## src/rtl/control_sequencer_pkg.sv

```systemverilog
`default_nettype none
// ============================================================================
// Module      : lc3b_types (package)
// Description : Shared LC-3b types for the control sequencer: opcodes, mux
//               selects, the per-stage control word, sequencer FSM states and
//               a micro-op count helper.
// Revision    : 1.0 - initial release
// ============================================================================
package lc3b_types;

    // This core's encoding places SHF at 0x4; 0xD is reserved.
    typedef enum logic [3:0] {
        op_br   = 4'h0,
        op_add  = 4'h1,
        op_ldb  = 4'h2,
        op_stb  = 4'h3,
        op_shf  = 4'h4,
        op_and  = 4'h5,
        op_ldr  = 4'h6,
        op_str  = 4'h7,
        op_rti  = 4'h8,
        op_not  = 4'h9,
        op_ldi  = 4'hA,
        op_sti  = 4'hB,
        op_jmp  = 4'hC,
        op_rsv  = 4'hD,
        op_lea  = 4'hE,
        op_trap = 4'hF
    } lc3b_opcode;

    typedef enum logic [2:0] {
        alu_add  = 3'd0,
        alu_and  = 3'd1,
        alu_not  = 3'd2,
        alu_pass = 3'd3,
        alu_sll  = 3'd4,
        alu_srl  = 3'd5,
        alu_sra  = 3'd6
    } lc3b_aluop;

    // Second ALU operand: register sr2, imm5, offset6<<1, imm4 (shift amount)
    typedef enum logic [1:0] {
        alumux_sr2     = 2'd0,
        alumux_imm5    = 2'd1,
        alumux_offset6 = 2'd2,
        alumux_imm4    = 2'd3
    } lc3b_alumux_sel;

    // sr2 register select: ir[2:0] or the dest field ir[11:9] (store data)
    typedef enum logic [0:0] {
        sr2mux_sel_sr2  = 1'b0,
        sr2mux_sel_dest = 1'b1
    } lc3b_sr2mux_sel;

    typedef enum logic [0:0] {
        regfile_data_mux_sel_alu = 1'b0,
        regfile_data_mux_sel_mdr = 1'b1
    } lc3b_regfile_data_mux_sel;

    typedef enum logic [0:0] {
        cc_gen_sel_alu = 1'b0,
        cc_gen_sel_mdr = 1'b1
    } lc3b_cc_gen_sel;

    typedef enum logic [0:0] {
        lc3b_data_memory_addr_mux_sel_alu = 1'b0,
        lc3b_data_memory_addr_mux_sel_mdr = 1'b1
    } lc3b_data_memory_addr_mux_sel;

    typedef enum logic [0:0] {
        IDLE = 1'b0,
        SEQ  = 1'b1
    } lc3b_seq_state;

    typedef struct packed {
        lc3b_opcode                   opcode;
        lc3b_aluop                    aluop;
        lc3b_alumux_sel               alumux_sel;
        lc3b_sr2mux_sel               sr2mux_sel;
        lc3b_regfile_data_mux_sel     regfile_data_mux_sel;
        lc3b_cc_gen_sel               cc_gen_sel;
        lc3b_data_memory_addr_mux_sel data_memory_addr_mux_sel;
        logic                         regfile_load;
        logic                         cc_load;
        logic                         branch_enable;
        logic                         data_memory_read;
        logic                         data_memory_write_enable;
        logic [1:0]                   data_memory_byte_sel;
        logic                         internal_mdr_load;
        logic [2:0]                   dr;
        logic [2:0]                   sr1;
        logic [2:0]                   sr2;
        logic [5:0]                   imm6;
    } lc3b_control_word;

    // Number of micro-ops an opcode expands to
    function automatic int unsigned uop_count(lc3b_opcode op, logic indirect);
        if (indirect && (op == op_ldi || op == op_sti)) begin
            return 2;
        end
        return 1;
    endfunction

endpackage
`default_nettype wire

```

## src/rtl/control_sequencer_uop.sv

```systemverilog
`default_nettype none
// ============================================================================
// Module      : uop_rom
// Description : Combinational micro-op decode. Maps opcode, operand bits and
//               micro-op index to a control word. Unsupported opcodes and
//               out-of-range indices decode to the all-zero word.
// Revision    : 1.0 - initial release
// ============================================================================
module uop_rom
    import lc3b_types::*;
#(
    parameter int IR_WIDTH        = 16,
    parameter int MAX_UOPS        = 2,
    parameter int ENABLE_INDIRECT = 1
) (
    input  lc3b_opcode                    opcode_i,
    input  logic [IR_WIDTH-5:0]           ir_i,
    input  logic [$clog2(MAX_UOPS)-1:0]   uop_idx_i,
    output lc3b_control_word              cw_o
);

    localparam int UIW = $clog2(MAX_UOPS);

    lc3b_control_word base;

    // Decode: register/immediate fields are common, control bits per opcode
    always_comb begin
        base        = '0;
        base.opcode = opcode_i;
        base.dr     = ir_i[11:9];
        base.sr1    = ir_i[8:6];
        base.sr2    = ir_i[2:0];
        base.imm6   = ir_i[5:0];

        cw_o = '0;
        case (opcode_i)
            op_add, op_and: begin
                cw_o              = base;
                cw_o.aluop        = (opcode_i == op_add) ? alu_add : alu_and;
                cw_o.alumux_sel   = ir_i[5] ? alumux_imm5 : alumux_sr2;
                cw_o.regfile_load = 1'b1;
                cw_o.cc_load      = 1'b1;
            end
            op_not: begin
                cw_o              = base;
                cw_o.aluop        = alu_not;
                cw_o.regfile_load = 1'b1;
                cw_o.cc_load      = 1'b1;
            end
            op_shf: begin
                cw_o              = base;
                cw_o.aluop        = !ir_i[4] ? alu_sll : (ir_i[5] ? alu_sra : alu_srl);
                cw_o.alumux_sel   = alumux_imm4;
                cw_o.regfile_load = 1'b1;
                cw_o.cc_load      = 1'b1;
            end
            op_ldr: begin
                cw_o                      = base;
                cw_o.aluop                = alu_add;
                cw_o.alumux_sel           = alumux_offset6;
                cw_o.data_memory_read     = 1'b1;
                cw_o.data_memory_byte_sel = 2'b11;
                cw_o.regfile_data_mux_sel = regfile_data_mux_sel_mdr;
                cw_o.cc_gen_sel           = cc_gen_sel_mdr;
                cw_o.regfile_load         = 1'b1;
                cw_o.cc_load              = 1'b1;
            end
            op_str: begin
                cw_o                          = base;
                cw_o.aluop                    = alu_add;
                cw_o.alumux_sel               = alumux_offset6;
                cw_o.sr2mux_sel               = sr2mux_sel_dest;
                cw_o.data_memory_write_enable = 1'b1;
                cw_o.data_memory_byte_sel     = 2'b11;
            end
            op_br: begin
                cw_o               = base;
                cw_o.branch_enable = 1'b1;
            end
            op_ldi, op_sti: begin
                if (ENABLE_INDIRECT != 0) begin
                    if (uop_idx_i == '0) begin
                        // Pointer fetch: base + offset6<<1 into the internal MDR
                        cw_o                      = base;
                        cw_o.aluop                = alu_add;
                        cw_o.alumux_sel           = alumux_offset6;
                        cw_o.data_memory_read     = 1'b1;
                        cw_o.data_memory_byte_sel = 2'b11;
                        cw_o.internal_mdr_load    = 1'b1;
                    end else if (uop_idx_i == UIW'(1)) begin
                        cw_o                          = base;
                        cw_o.data_memory_addr_mux_sel = lc3b_data_memory_addr_mux_sel_mdr;
                        cw_o.data_memory_byte_sel     = 2'b11;
                        if (opcode_i == op_ldi) begin
                            cw_o.data_memory_read     = 1'b1;
                            cw_o.regfile_data_mux_sel = regfile_data_mux_sel_mdr;
                            cw_o.cc_gen_sel           = cc_gen_sel_mdr;
                            cw_o.regfile_load         = 1'b1;
                            cw_o.cc_load              = 1'b1;
                        end else begin
                            cw_o.sr2mux_sel               = sr2mux_sel_dest;
                            cw_o.data_memory_write_enable = 1'b1;
                        end
                    end
                end
            end
            default: cw_o = '0;
        endcase
    end

endmodule
`default_nettype wire

```

## src/rtl/control_sequencer.sv

```systemverilog
`default_nettype none
// ============================================================================
// Module      : control_sequencer
// Description : Instruction handshake, micro-op sequencing FSM for indirect
//               loads/stores, and the registered control-word pipeline with
//               stall and partial flush.
// Revision    : 1.0 - initial release
// ============================================================================
module control_sequencer
    import lc3b_types::*;
#(
    parameter int IR_WIDTH        = 16,
    parameter int STAGES          = 4,
    parameter int MAX_UOPS        = 2,
    parameter int ENABLE_INDIRECT = 1,
    parameter int FLUSH_DEPTH     = 2
) (
    input  logic                          clk,
    input  logic                          reset,
    input  logic [IR_WIDTH-1:0]           ir_in,
    input  logic                          ir_valid,
    output logic                          ir_ready,
    input  logic                          stall,
    input  logic                          flush,
    output lc3b_control_word              ctrl_stage [STAGES],
    output logic                          uop_busy,
    output logic [$clog2(MAX_UOPS)-1:0]   uop_index
);

    localparam int UIW = $clog2(MAX_UOPS);
    localparam logic INDIRECT = (ENABLE_INDIRECT != 0);

    lc3b_seq_state          state_q;
    logic [UIW-1:0]         uop_idx_q;
    logic [IR_WIDTH-1:0]    ir_q;
    lc3b_control_word       stage_q [STAGES];

    logic                   accept;
    logic                   issue_d;
    logic                   seq_last;
    logic [IR_WIDTH-1:0]    rom_ir;
    logic [UIW-1:0]         rom_idx;
    lc3b_opcode             rom_op;
    lc3b_opcode             in_op;
    lc3b_opcode             held_op;
    lc3b_control_word       rom_cw;
    lc3b_control_word       stage0_d;

    assign uop_busy  = (state_q == SEQ);
    assign uop_index = uop_idx_q;
    assign ir_ready  = !stall && !uop_busy && !reset;
    assign accept    = ir_valid && ir_ready && !flush;

    assign in_op    = lc3b_opcode'(ir_in[IR_WIDTH-1 -: 4]);
    assign held_op  = lc3b_opcode'(ir_q[IR_WIDTH-1 -: 4]);
    assign seq_last = (uop_idx_q == UIW'(uop_count(held_op, INDIRECT) - 1));

    // Decoder source: the incoming word when idle, the latched word mid-sequence
    always_comb begin
        rom_ir  = ir_in;
        rom_idx = '0;
        issue_d = accept;
        if (state_q == SEQ) begin
            rom_ir  = ir_q;
            rom_idx = uop_idx_q;
            issue_d = !stall && !flush;
        end
        rom_op   = lc3b_opcode'(rom_ir[IR_WIDTH-1 -: 4]);
        stage0_d = issue_d ? rom_cw : '0;
    end

    uop_rom #(
        .IR_WIDTH        (IR_WIDTH),
        .MAX_UOPS        (MAX_UOPS),
        .ENABLE_INDIRECT (ENABLE_INDIRECT)
    ) u_uop_rom (
        .opcode_i  (rom_op),
        .ir_i      (rom_ir[IR_WIDTH-5:0]),
        .uop_idx_i (rom_idx),
        .cw_o      (rom_cw)
    );

    // Sequencer FSM and control-word pipeline
    always_ff @(posedge clk) begin
        if (reset) begin
            state_q   <= IDLE;
            uop_idx_q <= '0;
            ir_q      <= '0;
            for (int k = 0; k < STAGES; k++) begin
                stage_q[k] <= '0;
            end
        end else begin
            // Stage 0 is always among the flushed stages; stage0_d is a bubble on flush
            if (flush || !stall) begin
                stage_q[0] <= stage0_d;
            end
            for (int k = 1; k < STAGES; k++) begin
                if (flush && (k < FLUSH_DEPTH)) begin
                    stage_q[k] <= '0;
                end else if (!stall) begin
                    stage_q[k] <= stage_q[k-1];
                end
            end

            if (flush) begin
                state_q   <= IDLE;
                uop_idx_q <= '0;
            end else if (!stall) begin
                case (state_q)
                    IDLE: begin
                        if (accept && (uop_count(in_op, INDIRECT) > 1)) begin
                            state_q   <= SEQ;
                            uop_idx_q <= UIW'(1);
                            ir_q      <= ir_in;
                        end
                    end
                    SEQ: begin
                        if (seq_last) begin
                            state_q   <= IDLE;
                            uop_idx_q <= '0;
                        end else begin
                            uop_idx_q <= uop_idx_q + UIW'(1);
                        end
                    end
                    default: begin
                        state_q   <= IDLE;
                        uop_idx_q <= '0;
                    end
                endcase
            end
        end
    end

    always_comb begin
        for (int k = 0; k < STAGES; k++) begin
            ctrl_stage[k] = stage_q[k];
        end
    end

endmodule
`default_nettype wire

```

## config.mk

```make
export PLATFORM = sky130hd
export DESIGN_NAME = control_sequencer
export DESIGN_NICKNAME = d
export VERILOG_FILES = /design/src/rtl/control_sequencer_pkg.sv /design/src/rtl/control_sequencer_uop.sv /design/src/rtl/control_sequencer.sv
export SDC_FILE = /design/constraint.sdc
export NUM_CORES = 1
export LEC_CHECK = 0
export ABC_AREA = 1
export CORE_ASPECT_RATIO = 0.75
export CORE_MARGIN = 4
export CORE_UTILIZATION = 52
export DETAILED_ROUTE_END_ITERATION = 16
export PLACE_DENSITY = 0.94
export SLEW_MARGIN = 20
export SYNTH_ARGS = -nofsm -noshare
export SYNTH_HDL_FRONTEND = slang
export SYNTH_SLANG_ARGS = --single-unit
```

## constraint.sdc

```tcl
create_clock -name clk -period 4.5 [get_ports clk]
set_clock_uncertainty 0.15 [all_clocks]
set_input_delay 0.45 -clock clk [delete_from_list [all_inputs] [get_ports clk]]
set_output_delay 0.45 -clock clk [all_outputs]
set_load 0.02 [all_outputs]
```

# --- After elaboration in Yosys (flattened, before gate mapping) ---
# Memory sizes are Yosys's and may differ from the RTL's.
# Index checks and enable logic that the tools add are counted.
word_totals:
  ff_bits: 18
  ram_bits: 144
  input_bits: 21
  out_inout_bits: 147
  wordCells: 99
  memories: 1
memory_table:
  columns: ["memory", "depth", "word_bits", "read_ports", "rd_clocked_by_memory_dff", "write_ports", "line_no", "text"]
  rows:
  - ["stage_q", 4, 36, 4, 0, 4, "control_sequencer.sv:36", "lc3b_control_word stage_q [STAGES];"]
op_classes:
  addsub: 2
  n_lt_le_gt_ge: 1
  n_eq_ne: 14
  muxes: 51
  n_bitwise: 8
  reduce_logical: 19
ops:
  columns: ["cell", "count"]
  rows:
  - ["36-bit case mux with 7 select lines", 1]
  - ["36-bit two-way mux", 6]
  - ["32-bit two-way mux", 5]
  - ["32-bit by 1-bit greater-than comparator with 1-bit output, second input constant", 1]
  - ["1-bit two-way mux", 31]
  - ["29-bit two-way mux", 1]
  - ["4-bit == test, second input constant", 7]
  - ["4-bit by 3-bit == test with 1-bit output, second input constant", 4]
  - ["16-bit two-way mux", 1]
  - ["1-bit logical AND", 6]
  - ["2-bit two-way mux", 3]
  - ["2-bit OR reduction", 3]
  - ["1-bit bitwise OR", 5]
  - ["4-bit by 1-bit == test with 1-bit output, second input constant", 1]
  - ["1-bit logical NOT", 4]
  - ["4-bit logical NOT", 1]
  - ["1-bit case mux with 2 select lines", 2]
  - ["4-bit AND reduction", 1]
  - ["1-bit logical OR", 3]
  - ["3-bit two-way mux", 1]
  - ["1-bit NOT", 3]
  - ["2-bit != test, second input constant", 1]
  - ["2-bit AND reduction", 1]
  - ["1-bit adder, second input constant", 1]
  - ["2 further kinds", 2]

# --- Logic depth before layout (Yosys ltp) ---
# Gate-level depths: netlist of the first run.
logic_depth:
  word_depth: 16
  ltp_mapped: 10
  mapped_depth_nobuf: 9

# --- Modules after synthesis ---
# From an unflattened synthesis of the first run, not the netlist that was laid out.
unflattened:
  hier_cells: 673
  hier_area_um2: 6866.6
by_module_without_submodules:
  columns: ["module", "n_inst", "cells_each", "area_per_inst_um2", "seq_area_each_um2"]
  rows:
  - ["control_sequencer", 1, 594, 6444.9, 4684.5]
  - ["uop_rom", 1, 79, 421.7, 0.0]

# --- Worst setup path before layout of the first run ---
# OpenSTA, ideal clock, no wires.
synth_path:
  path_type: "input to register"
  from: "input port reset"
  to: "memory stage_q[2][10] (netlist bit) (enable)"
  setup_time_ps: 649
  arrival_time_ps: 1800
  t_required_ps: 3701
  setup_slack_ps: 1901
  stages: 3
  n_path_buf: 1
  cell_sequence: "inv_1 > buf_1 > nand2_1"
synth_lines:
  columns: ["item", "line_no", "text"]
  rows:
  - ["start, declared", "control_sequencer.sv:19", "input logic reset,"]
  - ["end, declared", "control_sequencer.sv:36", null]

==> results.md, run 1 <==
- The run finished with clean final reports.
- Of the post-synthesis cell area, the dominant cell type holds about three fifths.
- The full die area is between 0.01 and 0.015 mm².
- The clock root buffer is sky130_fd_sc_hd__clkbuf_16.
- Combinational logic burns around 11% of the power.
- By area the synthesized netlist is led by sky130_fd_sc_hd__edfxtp_1, sky130_fd_sc_hd__inv_1, sky130_fd_sc_hd__nor2_1, sky130_fd_sc_hd__dfxtp_1, sky130_fd_sc_hd__nor2_4.
- Each instance of the synthesized netlist takes up on average 10.72 µm².
- The post-CTS clock slew at the launch and capture registers of the worst setup and hold paths is roughly 50 ps.
- For this design the static power due to leakage is between 3 and 4 nW.
- The total global routing overflow is 0.
- In this design, the stage delay of the slowest critical-path cell is 980 ps.
- In this run the count of I/O pins placed on the die edge is 168.
- The portion of total power attributed to sequential cells is about half.
- The clock passes through at most 2 buffers.
- The first global-routing pass estimated between 20,000 and 25,000 µm of wire.
- The endpoint of the worst register-to-register path is stage_q[0][17].
- Routability-driven placement finished with a final weighted congestion of around 0.88.
- The initial cell density of the core is a little over half.
- The initial antenna violation count is 0.
- The number of clock buffers added by TritonCTS is 17.
- Relative to the synthesized area, the layout overhead comes to 34.50%.
- The number of enable flip-flop cells after synthesis is around 120.
- By instance count, the leading cell after synthesis is sky130_fd_sc_hd__inv_1.
- The total track usage is 19.32%.
- The worst register-to-register path begins at uop_busy.
- The number of remaining DRC errors is 0.
- The layout filler cell count is around 740.
- The total number of placement rows is 33.
- The remaining number of nets flagged by the antenna check after routing is 0.
- The number of antenna diodes in the final layout is 0.
- The CTS tree is built.
- The area of the multi-input gates is between 0.001 and 0.0015 mm².
- The maximum level of the CTS H-tree is 4.
- The worst hold path begins at ir_q[8].
- The routed layout has 4,128 vias.
- The number of setup buffers added after CTS is 0.
- Detailed routing placed a total of 912 µm of wire on met3.
- The total internal power is 2.290 mW.
- The number of gates resized after CTS was 0.
- The flip-flop cell with the highest count after synthesis is sky130_fd_sc_hd__edfxtp_1.
- The combined buffer and inverter count along the critical path is 1.
- For this design the ratio of total power to cell area is 370.8 mW/mm².
- The number of buffers added to fix hold violations after cts is 0.
- The final layout contains ~720 nets.
- For the pin with the worst max-slew slack, the measured transition is between 1000 and 1500 ps.
- Dividing the detail-routed via count by the number of cells gives 4.851.
- The netlist uses 30 different library cells.
- The cell taking the most area after synthesis is sky130_fd_sc_hd__edfxtp_1.
- The proportion of synthesized flip-flops having asynchronous set or reset is 0%.
- The overall die height is around 100 µm.
- The time the final worst path needs with I/O delays and setup is between 3000 and 4000 ps.
- The synthesized flop and latch total is between 100 and 150.
- The port buffer count is around 170.
- Synthesis produced a netlist whose cell count is roughly 560.
- The sequential element share of the synthesized area is 64.50%.
- The clock latency at the later pin of the worst-skew pair is about 400 ps.
- The number of detailed-route iterations in the first pass is 5.
- In the final routed layout, each cell accounts on average for 14.90 µm.
- Setup violations remaining at the end of the flow were counted as 0.
- Summing every instance area after synthesis gives roughly 0.006 mm².
- For this block, the routed nets add up to 12,680 µm of wire.
- The core box area is ~0.011 mm².
- Cells with a size suffix above 1 make up between 10% and 20% of the layout.
- The net load switching power is 681.7 µW.
- The startpoint of the worst setup timing path is uop_busy.
- The hold-critical path endpoint is ir_q[8].
- The final hold violation count is 0.
- The startpoint type of the worst setup path is a flop.
- The sum of internal, switching and leakage power is 2.972 mW.
- The commonest cells after synthesis are sky130_fd_sc_hd__inv_1, sky130_fd_sc_hd__edfxtp_1, sky130_fd_sc_hd__nor2_1.
- The type of the tightest min-delay check is reg -> reg.
- In this run the top signal layer used is met4.
- Setup repair after global routing left no endpoint under its margin.
- Measured against its own limit, the worst slew margin works out to ~33%.
- Counting instances, the worst hold path has a depth of 2.
- Walking the worst path, the cells encountered are inv_2 > nand2_1 > nand2_4 > nand3_2 > nand2_2 > nor2_2 > nand2_2 > nand2_4 > nor2_1.
- The critical path data arrival time is approximately 3000 ps.
- The number of warnings printed during yosys synthesis is 0.
- The routed design uses between 6000 and 7000 µm of met2 wire.
- The fraction of power consumed by the clock network is about 41%.
- Summed over all failing endpoints, the final setup total negative slack is 0 ps.
- The clock drives 134 sinks.
- Once detailed placement completed, the half-perimeter wirelength came to 9396 µm.
- The number of DRC markers in iteration 0 is 280.
- STA classifies the critical path endpoint as a flop.
- The kind of cell with the highest combined delay along the critical path is simple AND/OR/NAND/NOR gates.
- The number of nets produced by synthesis is between 500 and 600.
- The pin count of the biggest net entering global routing is just under 60.
- The setup slack on the worst flop-to-flop path is ~1500 ps.
- The number of maximum-capacitance constraint violations is 0.
- The worst hold-check slack is between 300 and 400 ps.
- The wire length on met1 is 5019 µm.
- The final critical path takes up between 60 and 70% of the cycle.
- The maximum net fanout on the critical path is 32.
- The endpoint required time on the critical path is around 4500 ps.
- The maximum achievable frequency is roughly 0.33 GHz.
- The worst setup path is of the reg -> reg kind.
- The number of global-route vias before repair came to just over 4k.
- The x dimension of the die is 131.6 µm.
- Of the total power, the share spent switching nets is a little under a quarter.
- The number of cells on the worst reg-to-reg path is 9.
- The final count of pins violating max slew is 0.
- VDD sags by at most roughly 270 µV.
- The slowest cell on the critical path is sky130_fd_sc_hd__dfxtp_1.
- In the final layout, flip-flops and latches occupy about 0.0038 mm².
-- tightest hold or removal path: stages (launching register included) --
cell                      delay [ps]
sky130_fd_sc_hd__dfxtp_1         300
sky130_fd_sc_hd__inv_1            60
sky130_fd_sc_hd__a21oi_1          50
-- layer usage --
metal,vias up,GRT usage (%)
met5,-,0
met4,0,7.990
met3,23,5.190
met2,182,33.50
met1,1923,23.20
li1,2000,-
-- area by class of cell --
| type | instances | share of cell area [%] |
|---|---|---|
| inverters | 120 | 5.620 |
| repair buffers | 170 | 21.14 |
| clock inverters | 7 | 0.7025 |
| clock buffers | 24 | 5.635 |
| well taps | 140 | 2.185 |
| flip-flops and latches | 134 | 47.96 |
| multi-input cells | 256 | 16.77 |
-- worst max path at each step --
| stage | to | slack [ps] | cells after the start |
|---|---|---|---|
| 4_1_cts | stage_q[0][17] | 1490 | 9 |
| 3_5_place_dp | ir_q[7] | 1480 | 7 |
| 3_3_place_gp | stage_q[0][6] | 1640 | 9 |
| 5_1_grt | stage_q[0][7] | 1210 | 9 |
| 6_report | stage_q[0][17] | 1470 | 9 |
| 2_1_floorplan | stage_q[2][10] | 1900 | 3 |
-- per-stage QoR --
| step | area (µm²) | std cells | setup slack, ps | utilization, % |
|---|---|---|---|---|
| finish | 8015 | 851 | 1469 | 72.43 |
| global placement | 7502 | 820 | 1639 | 67.80 |
| detailed placement | 7505 | 820 | 1476 | 67.82 |
| global route | 8015 | 851 | 1208 | 72.43 |
| CTS | 8013 | 851 | 1490 | 72.41 |
| floorplan | 5959 | 556 | 1901 | - |
-- cells in the final DEF, fill, tap and decap left out, types with 2 or more instances in the layout --
master	count
sky130_fd_sc_hd__a31oi_1	2
sky130_fd_sc_hd__nor3_1	4
sky130_fd_sc_hd__edfxtp_1	116
sky130_fd_sc_hd__clkdlybuf4s50_1	167
sky130_fd_sc_hd__buf_4	3
sky130_fd_sc_hd__nand2_2	16
sky130_fd_sc_hd__inv_1	119
sky130_fd_sc_hd__nand2_1	35
sky130_fd_sc_hd__o21ai_0	28
sky130_fd_sc_hd__nand2_4	6
sky130_fd_sc_hd__clkbuf_1	7
sky130_fd_sc_hd__dfxtp_1	18
sky130_fd_sc_hd__clkinv_2	3
sky130_fd_sc_hd__nor2_4	21
sky130_fd_sc_hd__nor2_2	3
sky130_fd_sc_hd__clkbuf_16	17
sky130_fd_sc_hd__a21oi_1	19
sky130_fd_sc_hd__nand3_2	2
sky130_fd_sc_hd__nand3_1	4
sky130_fd_sc_hd__nor2_1	108
sky130_fd_sc_hd__clkinv_1	3
-- power by group through the flow --
| stage | Combinational [mW] | Clock [mW] | Sequential (mW) |
|---|---|---|---|
| 2_1_floorplan | 0.117 | 0 | 1.52 |
| 3_3_place_gp | 0.326 | 0 | 1.46 |
| 3_5_place_dp | 0.332 | 0 | 1.46 |
| 4_1_cts | 0.334 | 1.22 | 1.43 |
| 5_1_grt | 0.351 | 1.28 | 1.44 |
| 6_report | 0.331 | 1.21 | 1.43 |
-- kinds of logic after synthesis --
| logic type | after synthesis | synth area share [%] |
|---|---|---|
| and+or+nand+nor | 200 | 17.05 |
| DFF | 134 | 64.50 |
| buffers and inverters | 166 | 13.12 |
| adders and majority gates | 1 | 0.2099 |
| AOI/OAI and AO/OA | 55 | 5.123 |
-- flip-flops by register name (all words and copies together) (netlist names) --
| signal | flops |
|---|---|
| stage_q | 116 |
| uop_busy | 1 |
| uop_index | 1 |
| ir_q | 16 |
Power figures use the tool's default switching activity.
==> run 2: changes to the inputs <==
--- a/config.mk
+++ b/config.mk
@@ -8,9 +8,9 @@
 export ABC_AREA = 1
 export CORE_ASPECT_RATIO = 0.75
 export CORE_MARGIN = 4
-export CORE_UTILIZATION = 52
+export CORE_UTILIZATION = 43
 export DETAILED_ROUTE_END_ITERATION = 16
-export PLACE_DENSITY = 0.94
+export PLACE_DENSITY = 0.84
 export SLEW_MARGIN = 20
 export SYNTH_ARGS = -nofsm -noshare
 export SYNTH_HDL_FRONTEND = slang
==> constraint.sdc (replaced) <==
create_clock -name clk -period 2.4 [get_ports clk]
set_clock_uncertainty 0.15 [all_clocks]
set_input_delay 0.24 -clock clk [delete_from_list [all_inputs] [get_ports clk]]
set_output_delay 0.24 -clock clk [all_outputs]
set_load 0.02 [all_outputs]
==> results.md, run 2 (synthesized netlist as in run 1, its figures left out) <==
- The kind of end point of the critical path is a primary output.
- The worst setup path is of the in -> out kind.
- The layout filler cell count is between 1k and 1.5k.
- The final setup violation count is 0.
- The cell that appears most often on the critical path is sky130_fd_sc_hd__clkdlybuf4s50_1.
- The final hold violation count was 0.
- stage_q holds more flip-flops than any other register.
- The clock latency at the later pin of the worst-skew pair is ~400 ps.
- The CTS buffer count is 17.
- Dividing total power by cell area gives a power density of 711.8 mW/mm².
- The time the final worst path needs with I/O delays and setup is 2144 ps.
- The worst hold-check slack is around 260 ps.
- In the final layout, the registers with the most flip-flops are stage_q x116, ir_q x16.
- The initial cell density of the core is 44.85%.
- The layout-stage area growth over the synthesis result is 39.76%.
- After clock tree synthesis, the repair step resized 0 gates.
- The share of the clock period used by the worst path after layout is about nine tenths.
- The final wirelength is 12,710 µm.
- The total track usage is ~17%.
- Of all nets on the critical path, the largest fanout is 6.
- Leaving out fill and tap cells, the most frequent cell in the layout is sky130_fd_sc_hd__clkdlybuf4s50_1.
- The leakage power of the design is about 3.2 nW.
- The register with the most flip-flops in the layout has 116 of them.
- The wire length per cell after detailed routing is ~14 µm.
- For this run, the post-layout net count is between 700 and 800.
- The total global routing overflow is 0.
- The highest cell delay on the worst timing path is approximately 600 ps.
- The full die area is 0.01583 mm².
- Buffers inserted to repair hold after CTS numbered 0.
- The worst-case setup margin in the final layout is between 200 and 300 ps.
- The maximum achievable frequency is roughly 0.47 GHz.
- The fraction of final layout cells sized beyond drive strength 1 is a little over an eighth.
- The slowest cell on the critical path is sky130_fd_sc_hd__clkdlybuf4s50_1.
- The relative slew slack is between 60 and 70%.
- After floorplanning, the core was sized to cover between 0.01 and 0.015 mm².
- The number of remaining DRC errors is 0.
- The CTS tree is built.
- The first global-routing pass estimated 20,260 µm of wire.
- After detailed routing, the number of vias per cell comes to around 4.5.
- The number of global-route vias before repair came to ~4k.
- The accumulated negative setup slack is 0 ps.
- The final HPWL from detailed placement is roughly 9600 µm.
- The post-CTS clock slew at the launch and capture registers of the worst setup and hold paths is about 60 ps.
- The startpoint type of the worst setup path is an input pin.
- The critical path data arrival time is 1750 ps.
- Once detail routing completed, the nets flagged for antenna violations numbered 0.
- The final count of pins violating max slew is 0.
- The total I/O pin count is between 150 and 200.
- In this run the worst hold path is classified as in -> reg.
- The number of maximum-capacitance constraint violations is 0.
- CTS placed an instance of sky130_fd_sc_hd__clkbuf_16 at the clock tree root.
- The pin count of the biggest net entering global routing is 59.
- Setup repair after global routing left no endpoint under its margin.
- The maximum resistive drop on vdd is between 500 and 600 µV.
- The repair_antennas step left the layout with diodes totalling 0.
- Walking the worst path, the cells encountered are clkdlybuf4s50_1 > inv_1 > nand2_2 > nor2_1 > clkdlybuf4s50_1.
- The port buffer count is about 170.
- The overall die height is between 100 and 150 µm.
- The total number of placement rows is 36.
- For this run, the share of the core covered by cells in the final layout is a little over three fifths.
- The clock passes through at most 2 buffers.
- The run finished with clean final reports.
- The endpoint required time on the critical path is 2010 ps.
- The final weighted congestion of routability-driven global placement is between 0.8 and 0.9.
- The actual slew at the worst max-slew pin is between 400 and 500 ps.
- Before CTS, the worst setup slack after placement is around 220 ps.
- The floorplan step set the die width to 143.9 µm.
- The maximum level of the CTS H-tree is 4.
- Buffers added to address setup during post-CTS repair amount to 0.
- The TritonCTS sink count is 134.
- The library cells used most frequently in the layout, excluding fill and tap cells, are sky130_fd_sc_hd__clkdlybuf4s50_1, sky130_fd_sc_hd__inv_1, sky130_fd_sc_hd__edfxtp_1, sky130_fd_sc_hd__nor2_1, sky130_fd_sc_hd__nand2_1.
- The number of detailed-route iterations in the first pass is 7.
- The initial antenna violation count is 0.
- The number of DRC markers in iteration 0 is ~240.
- Across all layers, the routed design uses 4,002 vias.
[run 2: changes by cell type in the layout (fill, tap and decap cells not counted)]
cell,previous run,this run
sky130_fd_sc_hd__clkinv_4,0,3
sky130_fd_sc_hd__buf_12,0,6
sky130_fd_sc_hd__bufinv_16,1,3
sky130_fd_sc_hd__nand2_1,35,37
sky130_fd_sc_hd__nand2_2,16,14
sky130_fd_sc_hd__clkinv_2,3,1
sky130_fd_sc_hd__clkinv_1,3,1
sky130_fd_sc_hd__buf_4,3,12
sky130_fd_sc_hd__clkinvlp_4,0,2
sky130_fd_sc_hd__clkbuf_1,7,0
sky130_fd_sc_hd__inv_6,0,4
[run 2: cell type report]
type | count | area [µm²] | area share [%]
clock buffer | 17 | 425.4 | 5.107
clock inverter | 14 | 175.2 | 2.103
inverter | 120 | 450.4 | 5.408
multi-input combinational | 256 | 1339 | 16.07
sequential | 134 | 3844 | 46.15
tap | 171 | 214.0 | 2.569
timing repair buffer | 185 | 1882 | 22.59
[run 2: path summary, 6_finish.rpt]
| check | start | end | slack [ps] | depth (start not counted) |
|---|---|---|---|---|
| worst max-delay path | reset | ir_ready | 260 | 5 |
| worst min-delay path | ir_in[4] | ir_q[4] | 260 | 3 |
| worst max register to register | uop_busy | stage_q[0][8] | 390 | 10 |
| worst min register to register | ir_q[9] | ir_q[9] | 300 | 2 |
[run 2: per-layer routing]
metal	GRT usage, %	part of all wire (%)	vias to the layer above
met5	0	0	-
met2	27.72	48	123
met1	21.45	44	1838
met3	4.565	6.2	8
li1	-	-	2033
met4	5.309	1.1	0
[run 2: critical path, delay by kind of cell]
kind          cells  cell delay [ps]
buf+inv           3             1300
simple gates      2              210
[run 2: metrics by stage]
stage / instances / cell area (µm²) / total power [mW]
final: 897 / 8329 / 5.929
after global routing: 897 / 8329 / 6.168
after CTS: 897 / 8329 / 5.995
after detailed placement: 866 / 7729 / 3.380
after global placement: 866 / 7729 / 3.368
after floorplan: 556 / 5959 / 3.065
[run 2: power by group]
group | switching [mW] | internal (mW) | leakage [nW] | total (mW)
clock network | 0.965 | 1.64 | 0.288 | 2.60
logic | 0.361 | 0.283 | 1.41 | 0.644
registers | 0.0550 | 2.63 | 1.47 | 2.68
==> run 3: changes to the inputs <==
--- a/config.mk
+++ b/config.mk
@@ -6,7 +6,6 @@
 export NUM_CORES = 1
 export LEC_CHECK = 0
 export ABC_AREA = 1
-export CORE_ASPECT_RATIO = 0.75
 export CORE_MARGIN = 4
 export CORE_UTILIZATION = 43
 export DETAILED_ROUTE_END_ITERATION = 16
==> results.md, run 3 (synthesized netlist as in run 1, its figures left out) <==
- Leaving out fill and tap cells, the most frequent cell in the layout is sky130_fd_sc_hd__clkdlybuf4s50_1.
- From left edge to right edge, the die measures between 100 and 150 µm.
- The wire length per cell after detailed routing is between 10 and 15 µm.
- Pin placement for this block handled 168 I/O pins.
- The fraction of final layout cells sized beyond drive strength 1 is approximately an eighth.
- STA puts the critical path data required time at approximately 2000 ps.
- The final weighted congestion of routability-driven global placement is 0.8498.
- Setup violations remaining at the end of the flow were counted as 0.
- In this run the tool buffered the top-level ports with between 150 and 200 buffer cells.
- The setup slack on the worst flop-to-flop path is about 450 ps.
- The sequential cells in the finished layout cover a total of 0.003844 mm².
- The maximum achievable frequency is 0.4639 GHz.
- The detail route stage leaves a number of antenna-violating nets equal to 0.
- The kind of critical path is in -> out.
- The kind of end point of the critical path is a primary output.
- The flow ran to the end, and the final reports show no timing, DRC or antenna violations.
- The start point of the worst min-delay path is ir_in[10].
- The multi-input combinational cells in the finished layout cover a total of 0.001339 mm².
- The number of global-route vias before repair is about 3.8k.
- The post-cts resize count is 0.
- In this run, the clock network consumes a little over two fifths of the power.
- In this run the static leakage power is about 3.1 nW.
- The total via count after detailed routing is 3,963.
- The final HPWL from detailed placement is between 9000 and 10,000 µm.
- The later pin in the worst-skew pair is clocked with a latency of between 400 and 500 ps.
- The number of clock buffers added by TritonCTS is 17.
- The net load switching power is about 1.3 mW.
- The endpoint identified for the worst register-to-register timing path is stage_q[0][8].
- The smallest clock period supported by the final layout is computed as 2155 ps.
- The post-route non-filler standard cell count is a little under 900.
- The pin count of the biggest net entering global routing is 59.
- The min-delay analysis places its worst path in the category in -> reg.
- The share of the clock period used by the worst path after layout is approximately nine tenths.
- The library cells used most frequently in the layout, excluding fill and tap cells, are sky130_fd_sc_hd__clkdlybuf4s50_1, sky130_fd_sc_hd__inv_1, sky130_fd_sc_hd__edfxtp_1, sky130_fd_sc_hd__nor2_1, sky130_fd_sc_hd__nand2_1.
- The instance count after placement with tap cells included is roughly 860.
- The die covers 0.01581 mm².
- The actual slew at the worst max-slew pin is 487.8 ps.
- The portion of total power attributed to sequential cells is between 40 and 50%.
- The pre-antenna-repair detailed-routing pass consisted of 4 iterations.
- Total power for the finished layout comes to slightly below 6 mW.
- Setup repair after global routing left no endpoint under its margin.
- Clock-pin slew was measured on the worst setup and hold paths at approximately 50 ps.
- The CTS tree is built.
- The post-route cell area is between 0.008 and 0.009 mm².
- Global routing used about 16% of the available tracks across all layers.
- For the worst flop-to-flop path, the logic depth is 10.
- The antenna cell count is 0.
- In this run, the number of DRC markers left after iteration 0 of detailed routing was between 150 and 200.
- The cell sitting at the root of the clock tree is a sky130_fd_sc_hd__clkbuf_16.
- The part of the total power dissipated in combinational logic is between 10% and 20%.
- The worst setup path is launched from an input pin.
- The initial antenna violation count is 0.
- Setup total negative slack on the finished layout was measured at 0 ps.
- The number of remaining DRC errors is 0.
- The final count of pins violating max slew was 0.
- Once the clock tree was built, the setup fixing pass inserted 0 buffers.
- The initial cell density of the core is 44.47%.
- The first global-routing pass estimated 19,440 µm of wire.
- In this run the worst path has a maximum fanout of 7.
- The TritonCTS sink count is approximately 130.
- The maximum clock path buffer count is 2.
- The number of maximum-capacitance constraint violations is 0.
- The overall die height is about 130 µm.
- Summing all placed instances gives a cell area of 0.007637 mm².
- The hold-critical path endpoint is ir_q[10].
- The worst register-to-register path begins at uop_busy.
- The largest register by flop count is stage_q.
- VDD sags by at most roughly 390 µV.
- The total internal power is approximately 4.5 mW.
- The register with the most flip-flops in the layout has 116 of them.
- The power per cell area is a little over 700 mW/mm².
- CTS built an H-tree with a depth of 4.
- The worst hold path passes through 3 cells.
- The critical path data arrival time is around 1800 ps.
- The total number of placement rows is 42.
- The largest registers in the layout are stage_q x116, ir_q x16.
- After global routing the overflow that remains totals 0.
- The net count of the finished layout is 728.
- The routed design has between 10,000 and 15,000 µm of wire.
- The total area inside the core boundary comes to about 0.013 mm².
- The average vias per placed instance is ~4.4.
- The layout filler cell count is ~1.0k.
- For this design, the CTS-stage hold fixing added 0 buffers.
- Headroom to the max-slew limit came out at 67.44%.
- The final hold violation count is 0.
- From synthesis to final layout, the design area changed by 37.75%.
- The switching power as a share of total power is approximately 22%.
-- run 3: worst max-delay path by stage --
stage | cells after the start | end | startpoint | slack [ps]
2_1_floorplan | 3 | stage_q[2][10] | reset | 10
3_3_place_gp | 5 | ir_ready | reset | 300
3_5_place_dp | 11 | stage_q[0][8] | ir_in[13] | 240
4_1_cts | 5 | ir_ready | reset | 260
5_1_grt | 5 | ir_ready | reset | 120
6_report | 5 | ir_ready | reset | 240
-- run 3: worst max-delay path, cell delays in order --
cell and delay, ps:
sky130_fd_sc_hd__clkdlybuf4s50_1 480, sky130_fd_sc_hd__inv_1 220, sky130_fd_sc_hd__nand2_2 110, sky130_fd_sc_hd__nor2_1 100, sky130_fd_sc_hd__clkdlybuf4s50_1 610
-- run 3: layer usage --
metal  track usage (%)  vias to the layer above  part of all wire [%]
met5                 0                        -                     0
met4             6.824                        0                   2.0
met3             3.641                       16                   4.7
met2             28.32                      122                    53
met1             17.71                     1815                    40
li1                  -                     2010                     -
-- run 3: area by class of cell --
type,instances,share of cell area [%]
Multi-Input combinational cell,256,16.31
Timing Repair Buffer,177,21.73
Inverter,120,5.487
Clock buffer,20,5.319
Tap cell,176,2.683
Sequential cell,134,46.82
Clock inverter,12,1.646
-- run 3: power groups by stage --
stage / clock, mW / combinational (mW) / sequential, mW
2_1_floorplan: 0 / 0.219 / 2.85
3_3_place_gp: 0 / 0.631 / 2.72
3_5_place_dp: 0 / 0.639 / 2.73
4_1_cts: 2.54 / 0.642 / 2.68
5_1_grt: 2.64 / 0.671 / 2.69
6_report: 2.50 / 0.632 / 2.68
-- run 3: metrics by stage --
step | util, % | hold WS (ps) | setup slack, ps
2_1_floorplan | - | 159.1 | 10.80
4_1_cts | 61.26 | 233.9 | 257.1
6_report | 61.26 | 249.0 | 244.5
5_1_grt | 61.26 | 257.6 | 118.1
3_3_place_gp | 56.99 | 285.8 | 295.4
3_5_place_dp | 56.99 | 290.6 | 243.7
